## config.mk

```make
export PLATFORM = sky130hd
export DESIGN_NAME = jtag_dbg_bridge_flat
export DESIGN_NICKNAME = d
export VERILOG_FILES = /design/src/rtl/jtag_dbg_bridge_pkg.sv /design/src/rtl/jtag_dbg_bridge_if.sv /design/src/rtl/jtag_dbg_bridge_dbg_cmd_fifo.sv /design/src/rtl/jtag_dbg_bridge.sv /design/src/flat_wrapper.sv
export SDC_FILE = /design/constraint.sdc
export NUM_CORES = 1
export LEC_CHECK = 0
export BUFFER_PORTS_ARGS = -buffer_cell sky130_fd_sc_hd__buf_4
export CAP_MARGIN = 20
export CORE_MARGIN = 2
export CORE_UTILIZATION = 57
export DETAILED_ROUTE_END_ITERATION = 8
export PLACE_DENSITY = 0.77
export SYNTH_ARGS = -nofsm -noshare
export SYNTH_HDL_FRONTEND = slang
export SYNTH_HIERARCHICAL = 1
export SYNTH_SLANG_ARGS = --single-unit
```

## constraint.sdc

```tcl
create_clock -name clk -period 3.85 [get_ports clk]
set_input_delay 0.5775 -clock clk [delete_from_list [all_inputs] [get_ports clk]]
set_output_delay 0.5775 -clock clk [all_outputs]
set_load 0.02 [all_outputs]
```

## src/rtl/jtag_dbg_bridge_pkg.sv

```systemverilog
// jtag_dbg_pkg: shared constants and types for the JTAG debug bridge.
//   - command opcodes (bits [31:28] of a command word)
//   - bridge FSM state encoding
//   - STATUS readback bit positions
//   - value returned for a read aborted by bus timeout
package jtag_dbg_pkg;

  localparam logic [3:0] OP_SETADDR = 4'd1;
  localparam logic [3:0] OP_READ    = 4'd2;
  localparam logic [3:0] OP_CTRL    = 4'd3;
  localparam logic [3:0] OP_STATUS  = 4'd4;

  typedef enum logic [1:0] {
    ST_IDLE,
    ST_DECODE,
    ST_WR,
    ST_RD
  } state_t;

  // STATUS word: {16'h0, count[7:0], 5'b0, tmo, ovf, busy}
  localparam int unsigned STAT_BUSY_BIT  = 0;
  localparam int unsigned STAT_OVF_BIT   = 1;
  localparam int unsigned STAT_TMO_BIT   = 2;
  localparam int unsigned STAT_COUNT_LSB = 8;

  localparam logic [31:0] READ_ABORT_VAL = 32'hDEADDEAD;

  // One FIFO entry: sel=0 command word, sel=1 data word.
  typedef struct packed {
    logic        sel;
    logic [31:0] word;
  } cmd_t;

endpackage

```

## src/rtl/jtag_dbg_bridge_if.sv

```systemverilog
// jtag_dbg_bridge_if: SoC memory-bus master port of the debug bridge.
//   addr  : word-aligned bus address      (master -> slave)
//   wdata : write data                    (master -> slave)
//   wen   : byte write enables, all-or-none (master -> slave)
//   ren   : read request                  (master -> slave)
//   rdata : read data                     (slave -> master)
//   ready : access complete               (slave -> master)
interface jtag_dbg_bridge_if;
  logic [31:0] addr;
  logic [31:0] wdata;
  logic [3:0]  wen;
  logic        ren;
  logic [31:0] rdata;
  logic        ready;

  modport master (output addr, wdata, wen, ren, input rdata, ready);
  modport slave  (input addr, wdata, wen, ren, output rdata, ready);
endinterface

```

## src/rtl/jtag_dbg_bridge_dbg_cmd_fifo.sv

```systemverilog
// dbg_cmd_fifo: synchronous FIFO with first-word fall-through read port.
//   clk, rstn : clock, async active-low reset (empties the FIFO)
//   push, din : write request / data; accepted if not full, or full with pop
//   pop, dout : read request / head entry (valid while !empty)
//   full, empty, count : occupancy flags and entry count
module dbg_cmd_fifo #(
  parameter int unsigned WIDTH = 33,
  parameter int unsigned DEPTH = 4
) (
  input  logic                     clk,
  input  logic                     rstn,
  input  logic                     push,
  input  logic [WIDTH-1:0]         din,
  input  logic                     pop,
  output logic [WIDTH-1:0]         dout,
  output logic                     full,
  output logic                     empty,
  output logic [$clog2(DEPTH):0]   count
);
  localparam int unsigned AW = $clog2(DEPTH);

  logic [WIDTH-1:0] mem [DEPTH];
  logic [AW-1:0]    wr_ptr, rd_ptr;
  logic             do_push, do_pop;

  assign empty   = (count == '0);
  assign full    = (count == (AW+1)'(DEPTH));
  assign do_pop  = pop && !empty;
  // When full, the slot being written is the one being popped this cycle.
  assign do_push = push && (!full || do_pop);
  assign dout    = mem[rd_ptr];

  always_ff @(posedge clk) begin
    if (do_push) mem[wr_ptr] <= din;
  end

  always_ff @(posedge clk or negedge rstn) begin
    if (!rstn) begin
      wr_ptr <= '0;
      rd_ptr <= '0;
      count  <= '0;
    end else begin
      if (do_push) wr_ptr <= wr_ptr + 1'b1;
      if (do_pop)  rd_ptr <= rd_ptr + 1'b1;
      case ({do_push, do_pop})
        2'b10:   count <= count + 1'b1;
        2'b01:   count <= count - 1'b1;
        default: count <= count;
      endcase
    end
  end
endmodule

```

## src/rtl/jtag_dbg_bridge.sv

```systemverilog
// jtag_dbg_bridge: turns 32-bit JTAG debug words into SoC bus accesses.
//   clk, rstn     : clk48m, async active-low reset
//   dbgreg_in/sel/strobe : debug word, 0=command 1=data, one-cycle valid
//   dbgreg_out    : read data / status readback
//   bus (master)  : addr, wdata, wen, ren, rdata, ready
//   busy          : FIFO non-empty or access in flight
//   cpu_rst       : CPU hold-in-reset request
// Optional: define JTAG_DBG_BRIDGE_CPURST_EN to register cpu_rst from
// CTRL arg[1]; otherwise cpu_rst is tied 0.
module jtag_dbg_bridge
  import jtag_dbg_pkg::*;
#(
  parameter int unsigned FIFO_DEPTH  = 4,
  parameter int unsigned BUS_TIMEOUT = 1023
) (
  input  logic                      clk,
  input  logic                      rstn,
  input  logic [31:0]               dbgreg_in,
  input  logic                      dbgreg_sel,
  input  logic                      dbgreg_strobe,
  output logic [31:0]               dbgreg_out,
  jtag_dbg_bridge_if.master         bus,
  output logic                      busy,
  output logic                      cpu_rst
);
  localparam int unsigned CW = $clog2(FIFO_DEPTH) + 1;
  localparam int unsigned TW = $clog2(BUS_TIMEOUT + 1);

  state_t          state, state_nxt;
  cmd_t            head, cur;
  logic            full, empty, pop;
  logic [CW-1:0]   count;
  logic [31:0]     addr_reg, wdata_reg;
  logic            autoinc, ovf, tmo;
  logic [TW-1:0]   tcnt;
  logic            tmo_hit;
  logic [3:0]      op;
  logic [27:0]     arg;

  assign pop     = (state == ST_IDLE) && !empty;
  assign busy    = !empty || (state != ST_IDLE);
  assign op      = cur.word[31:28];
  assign arg     = cur.word[27:0];
  assign tmo_hit = !bus.ready && (tcnt == TW'(BUS_TIMEOUT - 1));

  dbg_cmd_fifo #(.WIDTH(33), .DEPTH(FIFO_DEPTH)) u_fifo (
    .clk   (clk),
    .rstn  (rstn),
    .push  (dbgreg_strobe),
    .din   ({dbgreg_sel, dbgreg_in}),
    .pop   (pop),
    .dout  (head),
    .full  (full),
    .empty (empty),
    .count (count)
  );

  always_ff @(posedge clk or negedge rstn) begin
    if (!rstn) state <= ST_IDLE;
    else       state <= state_nxt;
  end

  always_comb begin
    state_nxt = state;
    case (state)
      ST_IDLE:   if (!empty) state_nxt = ST_DECODE;
      ST_DECODE: begin
        if (cur.sel)             state_nxt = ST_WR;
        else if (op == OP_READ)  state_nxt = ST_RD;
        else                     state_nxt = ST_IDLE;
      end
      ST_WR, ST_RD: if (bus.ready || tmo_hit) state_nxt = ST_IDLE;
      default:   state_nxt = ST_IDLE;
    endcase
  end

  // Requests are decoded from the state register so reset drops them at once.
  always_comb begin
    bus.wen   = '0;
    bus.ren   = 1'b0;
    bus.addr  = addr_reg;
    bus.wdata = wdata_reg;
    if (state == ST_WR) bus.wen = '1;
    if (state == ST_RD) bus.ren = 1'b1;
  end

  always_ff @(posedge clk or negedge rstn) begin
    if (!rstn) begin
      cur        <= '0;
      addr_reg   <= '0;
      wdata_reg  <= '0;
      autoinc    <= 1'b1;
      ovf        <= 1'b0;
      tmo        <= 1'b0;
      tcnt       <= '0;
      dbgreg_out <= '0;
    end else begin
      if (pop) cur <= head;
      case (state)
        ST_DECODE: begin
          tcnt <= '0;
          if (cur.sel) begin
            wdata_reg <= cur.word;
          end else begin
            case (op)
              OP_SETADDR: addr_reg <= {2'b00, arg, 2'b00};
              OP_CTRL: begin
                autoinc <= arg[0];
                if (arg[2]) begin
                  ovf <= 1'b0;
                  tmo <= 1'b0;
                end
              end
              OP_STATUS: begin
                dbgreg_out                 <= '0;
                dbgreg_out[STAT_COUNT_LSB +: 8] <= 8'(count);
                dbgreg_out[STAT_TMO_BIT]   <= tmo;
                dbgreg_out[STAT_OVF_BIT]   <= ovf;
                dbgreg_out[STAT_BUSY_BIT]  <= busy;
              end
              default: ;
            endcase
          end
        end
        ST_WR, ST_RD: begin
          if (bus.ready) begin
            if (state == ST_RD) dbgreg_out <= bus.rdata;
            if (autoinc) addr_reg <= addr_reg + 32'd4;
          end else if (tmo_hit) begin
            tmo <= 1'b1;
            if (state == ST_RD) dbgreg_out <= READ_ABORT_VAL;
            if (autoinc) addr_reg <= addr_reg + 32'd4;
          end else begin
            tcnt <= tcnt + 1'b1;
          end
        end
        default: ;
      endcase
      // A dropped word sets ovf even if a CTRL clear lands in the same cycle.
      if (dbgreg_strobe && full && !pop) ovf <= 1'b1;
    end
  end

`ifdef JTAG_DBG_BRIDGE_CPURST_EN
  always_ff @(posedge clk or negedge rstn) begin
    if (!rstn) cpu_rst <= 1'b0;
    else if (state == ST_DECODE && !cur.sel && op == OP_CTRL) cpu_rst <= arg[1];
  end
`else
  assign cpu_rst = 1'b0;
`endif

endmodule

```

## src/flat_wrapper.sv

```systemverilog
// flat-port wrapper written by rule: the top's interface ports become plain ports
module jtag_dbg_bridge_flat import jtag_dbg_pkg::*;
#(
  parameter int unsigned FIFO_DEPTH  = 4,
  parameter int unsigned BUS_TIMEOUT = 1023
)
  (clk, rstn, dbgreg_in, dbgreg_sel, dbgreg_strobe, dbgreg_out, busy, cpu_rst, bus_addr, bus_wdata, bus_wen, bus_ren, bus_rdata, bus_ready);
  jtag_dbg_bridge_if bus_i ();
  input  logic clk;
  input  logic rstn;
  input  logic [31:0] dbgreg_in;
  input  logic dbgreg_sel;
  input  logic dbgreg_strobe;
  output logic [31:0] dbgreg_out;
  output logic busy;
  output logic cpu_rst;
  output wire logic [$bits(bus_i.addr)-1:0] bus_addr;
  output wire logic [$bits(bus_i.wdata)-1:0] bus_wdata;
  output wire logic [$bits(bus_i.wen)-1:0] bus_wen;
  output wire logic [$bits(bus_i.ren)-1:0] bus_ren;
  input wire logic [$bits(bus_i.rdata)-1:0] bus_rdata;
  input wire logic [$bits(bus_i.ready)-1:0] bus_ready;
  assign bus_addr = bus_i.addr;
  assign bus_wdata = bus_i.wdata;
  assign bus_wen = bus_i.wen;
  assign bus_ren = bus_i.ren;
  assign bus_i.rdata = bus_rdata;
  assign bus_i.ready = bus_ready;
  jtag_dbg_bridge #(.FIFO_DEPTH(FIFO_DEPTH), .BUS_TIMEOUT(BUS_TIMEOUT)) u_core (.clk(clk), .rstn(rstn), .dbgreg_in(dbgreg_in), .dbgreg_sel(dbgreg_sel), .dbgreg_strobe(dbgreg_strobe), .dbgreg_out(dbgreg_out), .bus(bus_i), .busy(busy), .cpu_rst(cpu_rst));
endmodule
```

==> flow_summary.toml, run 1 <==
[outcome]
status = "finished, final reports clean"

[route]
num_vias = 7457
drt_first_pass_iters = 5
vias_per_cell = 5.84
antenna_left = 0
drtIter0Drc = 635
drc_errors = 0
wl_per_cell_um = 20.2
drt-total-wl_um = 25700

[floorplanning]
ios = 172
rows = 52
start_util_pct = 58.0
core_um2 = 20200
fp.dieArea_um2 = 21800
fp.dieW_um = 148
fp.dieH_um = 148

[layout]
diodes = 0
nets = 1061
final_common_cell = "buf_4"
nFillCells = 1374
layout-drive-gt1-share_pct = 33.8
area_delta_synth_final_pct = 19.9
seqCellArea_um2 = 7700
multiInputGateArea_um2 = 3750
largest_reg_flops = 132
layout_common_cells = "buf_4, dfrtp_1, edfxtp_1"

[place]
io_buffer_count = 168
hpwl_um = 17500
gp_congestion = 0.833

[power_and_ir_drop]
power.total_mw = 12.0
ir_worst_vdd_mv = 0.473
cellPowerDensity_nw_per_um2 = 853
leakagePower_nw = 5.57

[clock_tree]
cts_tree = "done"
cts_resized = 0
cts_setup_buffers = 0
clk_latency_ps = 530
clkSlewWorstSetupHoldPaths_ps = 60
cts_buffer_depth = 3
cts_made_buffers = 28
htreeDepth = 1
ctsHoldBuffers = 0
cts-root-buf = "clkbuf_16"
cts.sinks = 281

[synth]
synth_edf_count = 132
syn_inst = 821
synth_cell_types = 64
synth_seq_cells = 281
syn-cell-area_um2 = 11700
ys_seq_area_share_pct = 65.5
ys_async_sr_fraction_pct = 53.0
synth_area_per_cell_um2 = 14.3
yosys_warnings = 6
synth_ff_type = "dfrtp_1"

[sta]
fin_crit_sh_pct = 75.4
grt_setup_unrepaired = "no"
slew_viol_final = 0
finalClockSkew_ps = 12.0
maxSlewHeadroom_pct = 32.4
min_period_ps = 2900
max_clock_freq_ghz = 0.344
worstMarginPinSlew_ps = 1010
setup_viol = 0
hold_violations = 0
setup-tns-final_ps = 0
hold_ws_ps = 70.2

[global_route]
antenna_found_initial = 0
grt_usage_pct = 24.2
grt-ovfl-total = 0
grt_pass1_wl_um = 41000
first_global_vias = 7262
grt_max_degree = 75

[min_path]
holdCritPathClass = "in2async"

[critical_path]
r2r_start = "u_core/tcnt[0]"
crit_required_ps = 3270
cp-end-kind = "output port"
crit_fanout = 32
setup.worst_path.class = "reg2out"
cp-start-kind = "flip-flop"
crit_arrival_ps = 2330
critPathLaunch = "u_core/state[1]"

[flow_run]
cap_violations = 0
## final cells by class
| class | instances | area share, % |
|---|---|---|
| well taps | 270 | 2.40 |
| clock buffers | 46 | 5.83 |
| inverters | 11 | 0.293 |
| repair buffers | 185 | 9.90 |
| multi-input cells | 477 | 26.7 |
| flip-flops and latches | 281 | 54.7 |
| clock inverters | 6 | 0.213 |
## synth_stat cells (3+ instances only)
master / n / area share [%]
dfrtp_1: 148 / 32
edfxtp_1: 132 / 34
o21ai_0: 74 / 3.2
nand2_1: 71 / 2.3
mux2_2: 66 / 6.3
mux4_2: 33 / 6.3
a21oi_1: 32 / 1.4
nand3_1: 30 / 1.3
nor2_1: 25 / 0.80
buf_2: 19 / 0.81
clkbuf_1: 18 / 0.58
nand4_1: 16 / 0.85
o22ai_1: 15 / 0.80
a2bb2oi_1: 14 / 1.0
inv_1: 11 / 0.35
buf_4: 9 / 0.58
and2_1: 8 / 0.43
buf_1: 7 / 0.22
ha_1: 7 / 0.75
xor2_1: 7 / 0.52
nor3_1: 5 / 0.21
xnor2_1: 5 / 0.37
nand2b_1: 4 / 0.21
a21o_1: 3 / 0.19
a22oi_1: 3 / 0.19
a31oi_1: 3 / 0.16
nor4_2: 3 / 0.32
o21a_1: 3 / 0.19
o21ai_1: 3 / 0.13
o22a_1: 3 / 0.22
## final timing paths
| check | to | slack [ps] | cells after the start |
|---|---|---|---|
| worst min-delay path | u_core/bus.wdata[4] | 70 | 1 |
| max in group asynchronous | u_core/dbgreg_out[21] | 2890 | 2 |
| worst max register to register | u_core/dbgreg_out[22] | 960 | 7 |
| min in group clk | u_core/u_fifo/mem[0][24] | 240 | 1 |
| worst min register to register | u_core/dbgreg_out[9] | 480 | 2 |
| worst max-delay path | bus_wen[1] | 950 | 4 |
## metal layers
metal | vias up | share of wire (%) | global-route usage, % | wire [um]
met5 | - | 0 | 0 | 0
met4 | 0 | 2.0 | 6.01 | 510
met1 | 3701 | 43 | 35.5 | 11000
met2 | 299 | 48 | 38.6 | 12400
li1 | 3422 | - | - | -
met3 | 35 | 7.2 | 3.83 | 1860
## power by group
| part | switching [mW] | leakage [nW] | internal (mW) |
|---|---|---|---|
| Sequential | 0.988 | 3.02 | 4.19 |
| Combinational | 2.27 | 2.13 | 2.06 |
| Clock | 1.05 | 0.418 | 1.45 |
| Total | 4.31 | 5.57 | 7.70 |
## worst max-delay path, cell delays in order, from the launching register on
cell	delay, ps
dfrtp_2	710
inv_1	350
buf_4	290
nor2_1	240
buf_4	200
## through the flow
step                      utilization [%]  worst slack [ps]  instances  cell area (um2)
after floorplan                         -               978        823            11700
after global placement               65.3              1170       1224            13200
after detailed placement             65.3              1030       1224            13200
after CTS                            69.6               925       1276            14100
after global routing                 69.6               706       1276            14100
final                                69.6               947       1276            14100
## logic make-up (layout without fill, tap and decap cells)
logic type,count (synthesis),after routing,share of synthesized area (%)
adders and majority gates,8,8,0.917
muxes,102,102,12.9
xor gates and xnor gates,12,12,0.895
AOI/OAI and AO/OA,167,167,8.78
buffers and inverters,65,248,2.63
DFF,281,281,65.5
other,1,3,0.0319
and+or+nand+nor,185,185,8.26
Power figures use the tool's default switching activity.
==> run 2: changes to the inputs <==
clock period = 2.9 ns   (was 3.85 ns; I/O delays follow)
==> flow_summary.toml, run 2 (synthesized netlist as in run 1, its figures left out) <==
[global_route]
antenna_found_initial = 0
grt_max_degree = 80
grt-ovfl-total = 0
first_global_vias = 7463
grt_usage_pct = 24.3
grt_pass1_wl_um = 41600

[clock_tree]
cts_tree = "done"
htreeDepth = 1
cts.sinks = 281
cts_resized = 0
ctsHoldBuffers = 1
cts_setup_buffers = 0
clk_latency_ps = 540
cts_buffer_depth = 3
cts-root-buf = "clkbuf_16"
clkSlewWorstSetupHoldPaths_ps = 60
cts_made_buffers = 28

[power_and_ir_drop]
cellPowerDensity_nw_per_um2 = 1150
leakagePower_nw = 5.68
ir_worst_vdd_mv = 0.660

[critical_path]
r2r_start = "u_core/u_fifo/count[0]"
cp-end-kind = "flip-flop"
reg2reg_to = "u_core/u_fifo/mem[1][11]"
rrSetupSlack_ps = 440
crit_top_cell = "buf_4"
crit_arrival_ps = 2690
reg2regPathDepth = 7
max_stage_delay_ps = 510
cp-start-kind = "flip-flop"
crit_fanout = 33
setup.worst_path.class = "reg2reg"
slowest_stage = "nor3_1"
crit_required_ps = 3130
worstPathCellList = "nor3_1 -> nor3_4 -> buf_4 -> nor4b_4 -> nor2b_2 -> and2_1 -> buf_4"

[flow_run]
cap_violations = 0

[sta]
grt_setup_unrepaired = "no"
max_clock_freq_ghz = 0.406
maxSlewHeadroom_pct = 40.2
hold_violations = 0
slew_viol_final = 0
finalClockSkew_ps = 16.1
hold_ws_ps = 98.5
worstMarginPinSlew_ps = 893
setup_viol = 0
min_period_ps = 2460
setup-tns-final_ps = 0
fin_crit_sh_pct = 85.0

[layout]
layout_common_cells = "buf_4, dfrtp_1, edfxtp_1"
largest_reg_flops = 132
area_delta_synth_final_pct = 21.9
final_common_cell = "buf_4"
layout-drive-gt1-share_pct = 35.3
nets = 1069
diodes = 0
utilization_pct = 70.7

[floorplanning]
fp.dieW_um = 148
fp.dieH_um = 148
rows = 52
core_um2 = 20200
fp.dieArea_um2 = 21800
start_util_pct = 58.0
ios = 172

[min_path]
holdCritPathClass = "in2reg"
timing.hold.worst_path_depth = 1
hold_end = "u_core/u_fifo/mem[2][24]"
min_from = "dbgreg_in[24]"

[route]
drt_first_pass_iters = 5
num_vias = 7445
drt-total-wl_um = 26300
drc_errors = 0
drtIter0Drc = 586
antenna_left = 0
vias_per_cell = 5.80
wl_per_cell_um = 20.5

[place]
hpwl_um = 17400
gp_congestion = 0.855
io_buffer_count = 168

[outcome]
status = "finished, final reports clean"
[run 2: layout make-up]
cell class              instances  area [um2]
clock inverters                16         158
multi-input cells             477        3750
inverters                      11        41.3
well taps                     270         338
repair buffers                193        1490
clock buffers                  36         828
fillers                      1344        5930
flip-flops and latches        281        7700
[run 2: report_power, final]
group          total [mW]  switching [mW]  internal [mW]  leakage (nW)
clock                3.75            1.47           2.28         0.483
combinational        5.99            3.17           2.82          2.17
sequential           6.74            1.18           5.56          3.03
total                16.5            5.83           10.6          5.68
[run 2: per-layer routing]
layer  routed length [um]  track usage [%]  vias to the layer above
li1                     -                -                     3440
met1                11600             35.8                     3702
met4                  272             4.90                        0
met3                 1720             3.80                       21
met5                    0                0                        -
met2                12700             39.2                      282
[run 2: worst max path at each step]
| stage | startpoint | end | cells after the start |
|---|---|---|---|
| after floorplan | u_core/state[1] | u_core/u_fifo/mem[0][0] | 6 |
| after global placement | u_core/u_fifo/count[0] | u_core/u_fifo/mem[0][10] | 7 |
| after detailed placement | u_core/u_fifo/count[0] | u_core/u_fifo/mem[1][12] | 7 |
| after CTS | u_core/u_fifo/count[0] | u_core/u_fifo/mem[1][6] | 7 |
| after global routing | u_core/u_fifo/count[0] | u_core/u_fifo/mem[1][6] | 7 |
| final | u_core/u_fifo/count[0] | u_core/u_fifo/mem[1][11] | 7 |
[run 2: per-stage QoR]
stage | std cells | setup WS (ps) | cell area, um2 | total power [mW]
floorplan | 823 | 28.1 | 11700 | 10.4
global placement | 1231 | 548 | 13300 | 12.6
detailed placement | 1231 | 464 | 13300 | 12.8
CTS | 1284 | 443 | 14300 | 16.6
global route | 1284 | 284 | 14300 | 17.4
finish | 1284 | 436 | 14300 | 16.5
[run 2: worst max-delay path: cells and delay by family (launching register included)]
family | cells | cell delay [ps]
buf+inv | 2 | 460
flops | 1 | 470
simple gates | 5 | 1200
==> run 3: changes to the inputs <==
ABC_AREA = 1   (was unset)
PLACE_DENSITY = 0.76   (was 0.77)
clock period = 2.4 ns   (was 2.9 ns; I/O delays follow)
==> flow_summary.toml, run 3 <==
[outcome]
status = "finished, final reports clean"

[floorplanning]
fp.dieW_um = 151
rows = 53
fp.dieH_um = 151
fp.dieArea_um2 = 22800
core_um2 = 21200
ios = 172
start_util_pct = 58.3

[synth]
ys_seq_area_share_pct = 62.3
synth_edf_count = 132
yosysTopAreaCellShare_pct = 32.1
ys_async_sr_fraction_pct = 53.0
synth_ff_type = "dfrtp_1"
yosysTopAreaCell = "edfxtp_1"
synth_area_leaders = "edfxtp_1, dfrtp_1, nand2_1"
synth_seq_cells = 281
yosys_warnings = 6
syn_inst = 1274
syn-cell-area_um2 = 12300
synth_cell_types = 44
synth_area_per_cell_um2 = 9.69
yosysMostFrequentCell = "nand2_1"
synthTopCellsByCount = "nand2_1, o21ai_0, dfrtp_1, edfxtp_1, nor2_1"

[critical_path]
crit_fanout = 23
crit_top_cell = "buf_4"
worstPathCellList = "inv_1 -> buf_4 -> nor2_2 -> buf_4"
cp-end-kind = "output port"
worst-path-buf-inv = 3
crit_required_ps = 2040
slowest_stage = "dfrtp_2"
cp-start-kind = "flip-flop"
max_stage_delay_ps = 540
cp_top_family = "buffers and inverters"
crit_arrival_ps = 1870
setup.worst_path.class = "reg2out"

[layout]
layout_common_cells = "nand2_1, o21ai_0, buf_4"
diodes = 0
area_delta_synth_final_pct = 18.8
largest_reg_flops = 132
final_common_cell = "nand2_1"
stdcell_count = 1725
utilization_pct = 69.3
layout-drive-gt1-share_pct = 18.3
nets = 1506

[route]
drt_first_pass_iters = 5
wl_per_cell_um = 16.9
num_vias = 9524
drtIter0Drc = 725
drt-total-wl_um = 29100
vias_per_cell = 5.52
antenna_left = 0
drc_errors = 0

[flow_run]
cap_violations = 0

[place]
hpwl_um = 19500
pre_cts_ws_ps = 414
io_buffer_count = 168
dp_cells = 1673
gp_congestion = 0.893

[sta]
fin_crit_sh_pct = 92.9
setup-tns-final_ps = 0
fin_ws_ps = 172
max_clock_freq_ghz = 0.449
hold_violations = 0
hold_ws_ps = 19.2
maxSlewHeadroom_pct = 62.6
grt_setup_unrepaired = "no"
finalClockSkew_ps = 13.3
min_period_ps = 2230
slew_viol_final = 0
worstMarginPinSlew_ps = 560
setup_viol = 0

[global_route]
grt_pass1_wl_um = 46300
grt_max_degree = 68
first_global_vias = 8945
grt-ovfl-total = 0
antenna_found_initial = 0
grt_usage_pct = 25.8

[power_and_ir_drop]
ir_worst_vdd_mv = 0.820
seqPwrFrac_pct = 39.2
power_switching_mw = 7.73
clock_power_share_pct = 21.7
cellPowerDensity_nw_per_um2 = 1310
p_int_mw = 11.6
p_sw_share_pct = 40.1
leakagePower_nw = 6.29
combPwrFrac_pct = 39.1

[clock_tree]
htreeDepth = 1
clkSlewWorstSetupHoldPaths_ps = 60
cts_buffer_depth = 3
cts_tree = "done"
clk_latency_ps = 540
cts-root-buf = "clkbuf_16"
cts.sinks = 281
cts_made_buffers = 28

[min_path]
holdCritPathClass = "in2reg"
run 3: power groups by stage:
| stage | clock [mW] | sequential (mW) | combinational, mW |
|---|---|---|---|
| 2_1_floorplan | 0 | 8.11 | 4.34 |
| 3_3_place_gp | 0 | 7.59 | 7.27 |
| 3_5_place_dp | 0 | 7.62 | 7.46 |
| 4_1_cts | 4.26 | 7.55 | 7.53 |
| 5_1_grt | 4.45 | 7.72 | 8.41 |
| 6_report | 4.18 | 7.55 | 7.54 |
run 3: layout make-up:
cell class	instances	area (um2)
well taps	275	344
fillers	1611	6490
inverters	97	367
clock inverters	8	67.6
multi-input cells	835	3950
clock buffers	43	818
flip-flops and latches	281	7690
repair buffers	186	1430
run 3: worst paths after layout:
check | start | to | slack, ps | depth (start not counted)
max | u_core/state[1] | bus_wen[2] | 170 | 4
min | dbgreg_in[18] | u_core/u_fifo/mem[2][18] | 20 | 1
max reg2reg | u_core/state[1] | u_core/u_fifo/count[2] | 360 | 10
min reg2reg | u_core/bus.wdata[2] | u_core/bus.wdata[2] | 490 | 2
max in group asynchronous | rstn | u_core/autoinc | 1320 | 3
min in group asynchronous | rstn | u_core/bus.addr[21] | 340 | 2
run 3: logic make-up (layout without fill, tap and decap cells):
logic type | count (synthesis) | count (layout) | share of synthesized area [%]
other cells | 1 | 3 | 0.0304
flops | 281 | 281 | 62.3
compound gates | 268 | 268 | 11.5
fa+ha+maj | 8 | 8 | 0.872
simple gates | 546 | 546 | 18.6
buf+inv | 160 | 334 | 5.91
xor+xnor | 10 | 10 | 0.710
run 3: through the flow:
stage          power, mW  instance area [um2]
2_1_floorplan       12.5                12400
3_3_place_gp        14.9                13800
3_5_place_dp        15.1                13800
4_1_cts             19.3                14700
5_1_grt             20.6                14700
6_report            19.3                14700
run 3: routing by layer:
| layer | wire [um] | GRT usage, % | up-vias | share of wire [%] |
|---|---|---|---|---|
| li1 | - | - | 4562 | - |
| met5 | 0 | 0 | - | 0 |
| met3 | 2110 | 3.70 | 48 | 7.2 |
| met2 | 13600 | 41.3 | 382 | 47 |
| met1 | 12800 | 37.5 | 4532 | 44 |
| met4 | 658 | 7.20 | 0 | 2.3 |
run 3: repair_timing:
action                                 CTS  global route
setup endpoints to repair                0             4
hold buffers                             1             0
gates resized for setup                  0             1
endpoints found under the hold margin   48             0
setup buffers                            0             0
run 3: worst register-to-register path, stage by stage, from the launching register on:
cell and delay (ps):
dfrtp_2 520, nor2_1 200, inv_1 90, nor2_4 160, nand3_1 190, fa_1 450, inv_1 90, nand4_1 100
nand3_1 80, nand2_1 60, inv_1 40
